File: config.mk
export PLATFORM = sky130hd
export DESIGN_NAME = hs32_memory_flat
export DESIGN_NICKNAME = d
export VERILOG_FILES = /design/src/rtl/hs32_memory_if.sv /design/src/rtl/hs32_memory.sv /design/src/flat_wrapper.sv
export SDC_FILE = /design/constraint.sdc
export NUM_CORES = 1
export LEC_CHECK = 0
export BUFFER_PORTS_ARGS = -buffer_cell sky130_fd_sc_hd__buf_2
export CORE_MARGIN = 8
export CORE_UTILIZATION = 50
export CTS_BUF_LIST = sky130_fd_sc_hd__clkbuf_4
export CTS_CLUSTER_SIZE = 12
export DETAILED_ROUTE_END_ITERATION = 6
export GPL_TIMING_DRIVEN = 0
export PLACE_DENSITY = 0.89
export SKIP_CTS_REPAIR_TIMING = 1
export SYNTH_ARGS = -nofsm -noshare
export SYNTH_HDL_FRONTEND = slang
export SYNTH_SLANG_ARGS = --single-unit
File: constraint.sdc
create_clock -name clk -period 3 [get_ports clk]
set_input_delay 0.6 -clock clk [delete_from_list [all_inputs] [get_ports clk]]
set_output_delay 0.6 -clock clk [all_outputs]
set_load 0.02 [all_outputs]
File: src/rtl/hs32_memory_if.sv
// hs32 memory-stage shared types and data-bus interface.
//
// hs32_pkg
//   hs32_s3pkt : execute-stage result packet (rd, std, res, memwe, regwe)
//   hs32_stall : hazard/occupancy packet (rd, vld, lsu)
//
// hs32_memory_if : single-master request/acknowledge data bus
//   mem_addr_o  master -> slave, 32  bus address
//   mem_dat_o   master -> slave, 32  store data
//   mem_we_o    master -> slave, 1   1 = write
//   mem_stb_o   master -> slave, 1   request strobe
//   mem_dat_i   slave -> master, 32  read data
//   mem_ack_i   slave -> master, 1   transfer complete

package hs32_pkg;

  typedef struct packed {
    logic [3:0]  rd;
    logic [31:0] std;
    logic [31:0] res;
    logic        memwe;
    logic        regwe;
  } hs32_s3pkt;

  typedef struct packed {
    logic [3:0] rd;
    logic       vld;
    logic       lsu;
  } hs32_stall;

endpackage

interface hs32_memory_if;

  logic [31:0] mem_addr_o;
  logic [31:0] mem_dat_o;
  logic        mem_we_o;
  logic        mem_stb_o;
  logic [31:0] mem_dat_i;
  logic        mem_ack_i;

  modport master (
    output mem_addr_o,
    output mem_dat_o,
    output mem_we_o,
    output mem_stb_o,
    input  mem_dat_i,
    input  mem_ack_i
  );

  modport slave (
    input  mem_addr_o,
    input  mem_dat_o,
    input  mem_we_o,
    input  mem_stb_o,
    output mem_dat_i,
    output mem_ack_i
  );

endinterface

File: src/rtl/hs32_memory.sv
// hs32_memory: memory-access stage of the hs32 pipeline.
//
// Accepts a load/store from execute while IDLE, runs one request/ack
// transaction on the data bus, and writes load results back to the
// register file one cycle after the ack. Occupancy is reported to
// execute through l1_o (request phase) and l2_o (writeback phase).
//
// Ports
//   clk, reset          clock, synchronous active-high reset
//   valid_i             execute holds a valid instruction
//   data_i              execute result packet (address in res)
//   s3_i                execute hazard packet, lsu marks load/store
//   bus (master)        data bus: addr/dat/we/stb out, dat/ack in
//   wp_addr_o/data_o/we_o  register-file write port
//   fwd_o               last loaded value, forwarded into execute
//   l1_o, l2_o          request / writeback occupancy packets
//   err_o               one-cycle pulse on bus timeout
//
// Parameters
//   TIMEOUT  bus-wait limit in cycles, 0 disables (must be < 2**CW)
//   CW       width of the wait counter

module hs32_memory
  import hs32_pkg::*;
#(
  parameter int unsigned TIMEOUT = 0,
  parameter int unsigned CW      = 8
) (
  input  logic                 clk,
  input  logic                 reset,
  input  logic                 valid_i,
  input  hs32_s3pkt            data_i,
  input  hs32_stall            s3_i,
  hs32_memory_if.master        bus,
  output logic [3:0]           wp_addr_o,
  output logic [31:0]          wp_data_o,
  output logic                 wp_we_o,
  output logic [31:0]          fwd_o,
  output hs32_stall            l1_o,
  output hs32_stall            l2_o,
  output logic                 err_o
);

  typedef enum logic [1:0] {
    IDLE = 2'd0,
    REQ  = 2'd1,
    WB   = 2'd2
  } state_e;

  state_e        state_r;
  state_e        state_nxt_s;
  logic [31:0]   addr_r;
  logic [31:0]   std_r;
  logic [31:0]   load_r;
  logic          we_r;
  logic [3:0]    rd_r;
  logic [CW-1:0] cnt_r;
  logic          err_r;
  logic          accept_s;
  logic          timeout_s;

  // Fields of the input packets this stage has no use for.
  logic unused_s;
  assign unused_s = ^{data_i.regwe, s3_i.rd, s3_i.vld};

  // Next-state decode and timeout detection.
  always_comb begin
    state_nxt_s = state_r;
    accept_s    = valid_i & s3_i.lsu;
    timeout_s   = 1'b0;
    case (state_r)
      IDLE: begin
        if (accept_s) begin
          state_nxt_s = REQ;
        end else begin
          state_nxt_s = IDLE;
        end
      end
      REQ: begin
        // Count equal to TIMEOUT means TIMEOUT wait cycles already elapsed.
        if ((TIMEOUT != 0) && (cnt_r == CW'(TIMEOUT)) && !bus.mem_ack_i) begin
          timeout_s = 1'b1;
        end else begin
          timeout_s = 1'b0;
        end
        if (bus.mem_ack_i) begin
          if (we_r) begin
            state_nxt_s = IDLE;
          end else begin
            state_nxt_s = WB;
          end
        end else if (timeout_s) begin
          state_nxt_s = IDLE;
        end else begin
          state_nxt_s = REQ;
        end
      end
      WB: begin
        state_nxt_s = IDLE;
      end
      default: begin
        state_nxt_s = IDLE;
      end
    endcase
  end

  // State register.
  always_ff @(posedge clk) begin
    if (reset) begin
      state_r <= IDLE;
    end else begin
      state_r <= state_nxt_s;
    end
  end

  // Request latches, load register, wait counter and error pulse.
  always_ff @(posedge clk) begin
    if (reset) begin
      addr_r <= 32'd0;
      std_r  <= 32'd0;
      load_r <= 32'd0;
      we_r   <= 1'b0;
      rd_r   <= 4'd0;
      cnt_r  <= '0;
      err_r  <= 1'b0;
    end else begin
      err_r <= timeout_s;
      if ((state_r == IDLE) && accept_s) begin
        addr_r <= data_i.res;
        std_r  <= data_i.std;
        we_r   <= data_i.memwe;
        rd_r   <= data_i.rd;
        cnt_r  <= '0;
      end
      if (state_r == REQ) begin
        if (bus.mem_ack_i && !we_r) begin
          load_r <= bus.mem_dat_i;
        end
        // Saturate so a disabled timeout never wraps the count.
        if (!bus.mem_ack_i && (cnt_r != {CW{1'b1}})) begin
          cnt_r <= cnt_r + CW'(1);
        end
      end
    end
  end

  assign bus.mem_addr_o = addr_r;
  assign bus.mem_dat_o  = std_r;
  assign bus.mem_we_o   = we_r;
  assign wp_addr_o      = rd_r;
  assign wp_data_o      = load_r;
  assign fwd_o          = load_r;
  assign err_o          = err_r;

  // State-decoded strobe, writeback enable and occupancy packets.
  always_comb begin
    bus.mem_stb_o = 1'b0;
    wp_we_o       = 1'b0;
    l1_o          = '0;
    l2_o          = '0;
    if (state_r == REQ) begin
      bus.mem_stb_o = 1'b1;
      l1_o.rd       = rd_r;
      l1_o.vld      = 1'b1;
      l1_o.lsu      = 1'b1;
    end else begin
      bus.mem_stb_o = 1'b0;
    end
    if (state_r == WB) begin
      wp_we_o  = 1'b1;
      l2_o.rd  = rd_r;
      l2_o.vld = 1'b1;
      l2_o.lsu = 1'b1;
    end else begin
      wp_we_o = 1'b0;
    end
  end

endmodule
File: src/flat_wrapper.sv
// flat-port wrapper written by rule: the top's interface ports become plain ports
module hs32_memory_flat import hs32_pkg::*;
#(
  parameter int unsigned TIMEOUT = 0,
  parameter int unsigned CW      = 8
)
  (clk, reset, valid_i, data_i, s3_i, wp_addr_o, wp_data_o, wp_we_o, fwd_o, l1_o, l2_o, err_o, bus_mem_addr_o, bus_mem_dat_o, bus_mem_we_o, bus_mem_stb_o, bus_mem_dat_i, bus_mem_ack_i);
  hs32_memory_if bus_i ();
  input  logic clk;
  input  logic reset;
  input  logic valid_i;
  input  hs32_s3pkt data_i;
  input  hs32_stall s3_i;
  output logic [3:0] wp_addr_o;
  output logic [31:0] wp_data_o;
  output logic wp_we_o;
  output logic [31:0] fwd_o;
  output hs32_stall l1_o;
  output hs32_stall l2_o;
  output logic err_o;
  output wire logic [$bits(bus_i.mem_addr_o)-1:0] bus_mem_addr_o;
  output wire logic [$bits(bus_i.mem_dat_o)-1:0] bus_mem_dat_o;
  output wire logic [$bits(bus_i.mem_we_o)-1:0] bus_mem_we_o;
  output wire logic [$bits(bus_i.mem_stb_o)-1:0] bus_mem_stb_o;
  input wire logic [$bits(bus_i.mem_dat_i)-1:0] bus_mem_dat_i;
  input wire logic [$bits(bus_i.mem_ack_i)-1:0] bus_mem_ack_i;
  assign bus_mem_addr_o = bus_i.mem_addr_o;
  assign bus_mem_dat_o = bus_i.mem_dat_o;
  assign bus_mem_we_o = bus_i.mem_we_o;
  assign bus_mem_stb_o = bus_i.mem_stb_o;
  assign bus_i.mem_dat_i = bus_mem_dat_i;
  assign bus_i.mem_ack_i = bus_mem_ack_i;
  hs32_memory #(.TIMEOUT(TIMEOUT), .CW(CW)) u_core (.clk(clk), .reset(reset), .valid_i(valid_i), .data_i(data_i), .s3_i(s3_i), .bus(bus_i), .wp_addr_o(wp_addr_o), .wp_data_o(wp_data_o), .wp_we_o(wp_we_o), .fwd_o(fwd_o), .l1_o(l1_o), .l2_o(l2_o), .err_o(err_o));
endmodule
==> flow_summary.json <==
{
  "initial_core_utilization": 0.5111,
  "holdCritPathClass": "in -> reg",
  "grt_max_degree": 16,
  "viasPerCell": 4.573,
  "inserted_diodes": 0,
  "die-area_um2": 13340,
  "yosys_register_bits": 103,
  "crit_chain": "nor2b_1, and2_1, buf_2",
  "floorplan.rows": 36,
  "max-clock-path-buffers": 2,
  "drt_pre_antenna_iters": 4,
  "leakage_nw": 3.182,
  "antenna_nets_post_route": 0,
  "crit_path_max_fanout": 7,
  "finalWorstSetupSlack_ns": 0.8435,
  "top_level_ports": 260,
  "track_usage": 0.2006,
  "finalWorstPathRequiredPeriod_ns": 2.156,
  "grt_setup_unrepaired": "false",
  "num_vias": 4084,
  "clk_root_buffer_cell": "clkbuf_4",
  "drcViolationCount": 0,
  "post_synthesis_area_per_instance_um2": 10.04,
  "port_buffers": 251,
  "critical_path_required_ns": 2.40,
  "route.detailed.wl_per_inst_um": 15.57,
  "design_area_um2": 6499,
  "cells_after_synthesis": 493,
  "clk_latency_ns": 0.42,
  "netlist_top_cells_area": "dfxtp_1 42%, nand2b_1 26%, mux2i_1 20%",
  "net_count_final": 867,
  "critPathKind": "reg -> out",
  "cp_data_arrival_time_ns": 1.56,
  "final.period_utilization": 0.7188,
  "slowest_stage": "dfxtp_1",
  "cts_sinks": 103,
  "totalNegativeSetupSlack_ns": 0,
  "synthDominantAreaCellType": "dfxtp_1",
  "cts-htree-levels": 3,
  "tritoncts": "yes",
  "pwr_density_cell_nw_per_um2": 409.5,
  "peakVddDrop_v": 0.0002497,
  "clk_transition_reported_paths_ns": 0.15,
  "dp_hpwl_um": 11260,
  "mappedNetlistArea_um2": 4950,
  "status": "complete, no violations",
  "synth_nets": 605,
  "synth.yosys.warnings": 0,
  "areaGrowthSynthToFinish_pct": 31.29,
  "share_of_post_route_cells_with_drive_strength_above_1": 0.4145,
  "post_detailed_placement_cell_area_um2": 6372,
  "grt_overflow": 0,
  "final.setup_skew_ns": 0.009129,
  "synth.top_cells.by_count": "202 x nand2b_1, 103 x dfxtp_1, 101 x mux2i_1",
  "max-cap-violations": 0,
  "fmax_mhz": 463.7,
  "seq_area_frac_synth": 0.4166,
  "number_of_hold_violations_in_the_final_report": 0,
  "drt-total-wl_um": 13900,
  "crit_buf_inv": 1,
  "timing.final.max_slew_violations": 0,
  "detailedPlace.worstSlack_ns": 1.315,
  "gp_congestion": 0.8528,
  "async_reset_ff_frac": 0,
  "setup_viol_count_final": 0,
  "first_global_vias": 4303,
  "core_um2": 9684,
  "grt_first_pass_wirelength_um": 21310,
  "cts-buffers-inserted": 9,
  "critPathMaxStageDelay_ns": 0.41,
  "cpLargestDelayFamily": "simple AND/OR/NAND/NOR gates",
  "antenna_violations_before_repair": 0,
  "fp.dieW_um": 115.5,
  "floorplan.die.height_um": 115.5,
  "drt_first_iter_violations": 147,
  "synthMostInstantiatedCell": "nand2b_1",
  "synth_flop_cell": "dfxtp_1",
  "crit_path_start_kind": "flop",
  "number_of_enable_type_register_cells_in_the_synthesized_netlist": 0,
  "cp-end-kind": "primary output",
  "post-synth-top-area-fraction": 0.4166,
  "synth.distinct_cells": 13
}
flip-flops by register name, summed over array words and instances, names as in the netlist:
register and flops:
u_core.fwd_o 32, u_core.bus.mem_we_o 1, u_core.wp_addr_o 4, u_core.bus.mem_addr_o 32
u_core.state_r 2, u_core.bus.mem_dat_o 32
metrics by stage:
stage                       util  instances  total power, mW  hold slack (ns)
final                     0.6711        893            2.661           0.4116
after global routing      0.6711        893            2.788           0.3719
after CTS                 0.6711        893            2.690           0.3829
after detailed placement  0.6580        877            2.011           0.4580
after global placement    0.6580        877            1.994           0.4552
after floorplan                -        493            1.813           0.5460
final cells by class:
type | count | area (um^2)
Tap cell | 133 | 166.4
Fill cell | 782 | 3186
Multi-Input combinational cell | 319 | 2390
Sequential cell | 103 | 2062
Clock inverter | 6 | 51.30
Clock buffer | 10 | 75.07
Timing Repair Buffer | 251 | 1256
Buffer | 71 | 498.0
power breakdown:
part	internal [mW]	total [mW]	switching, mW
Combinational	0.242	0.509	0.267
Clock	0.254	0.686	0.431
Sequential	1.43	1.47	0.0368
Total	1.93	2.66	0.735
logic make-up (layout without fill, tap and decap cells):
group	after synthesis	after routing	share of synthesized area
AOI/OAI and AO/OA	1	1	0.002022
buffers and inverters	71	338	0.1006
DFF	103	103	0.4166
muxes	101	101	0.2042
other	1	1	0.0007576
and+or+nand+nor	216	216	0.2758
cell usage in the layout (no fill, tap or decap), drive strengths merged:
cell type    n
mux2i      101
clkbuf      30
nand2b     202
nor3b        1
o21ba        1
bufinv       1
and2         8
dfxtp      103
nor2b        3
conb         1
and4bb       2
clkinv       5
buf        302
worst paths after layout:
| path | from | endpoint | slack, ns | cells past startpoint |
|---|---|---|---|---|
| setup / recovery | u_core.state_r[0] | l1_o[2] | 0.84 | 3 |
| hold / removal | data_i[61] | u_core.bus.mem_dat_o[27] | 0.41 | 3 |
| setup reg to reg | u_core.state_r[0] | u_core.wp_addr_o[2] | 1.69 | 4 |
| hold reg to reg | u_core.bus.mem_addr_o[19] | u_core.bus.mem_addr_o[19] | 0.48 | 2 |
worst reg2reg max path: stages (launching register included):
cell	delay (ns)
dfxtp_1	0.37
and4bb_1	0.30
buf_6	0.17
buf_6	0.19
mux2i_1	0.22
routing by layer:
metal | global-route usage | wire length (um) | up-vias
li1 | - | - | 2057
met1 | 0.2178 | 5460 | 1848
met2 | 0.3651 | 6979 | 158
met3 | 0.05576 | 1195 | 21
met4 | 0.06918 | 265 | 0
met5 | 0 | 0 | -
Power figures use the tool's default switching activity.
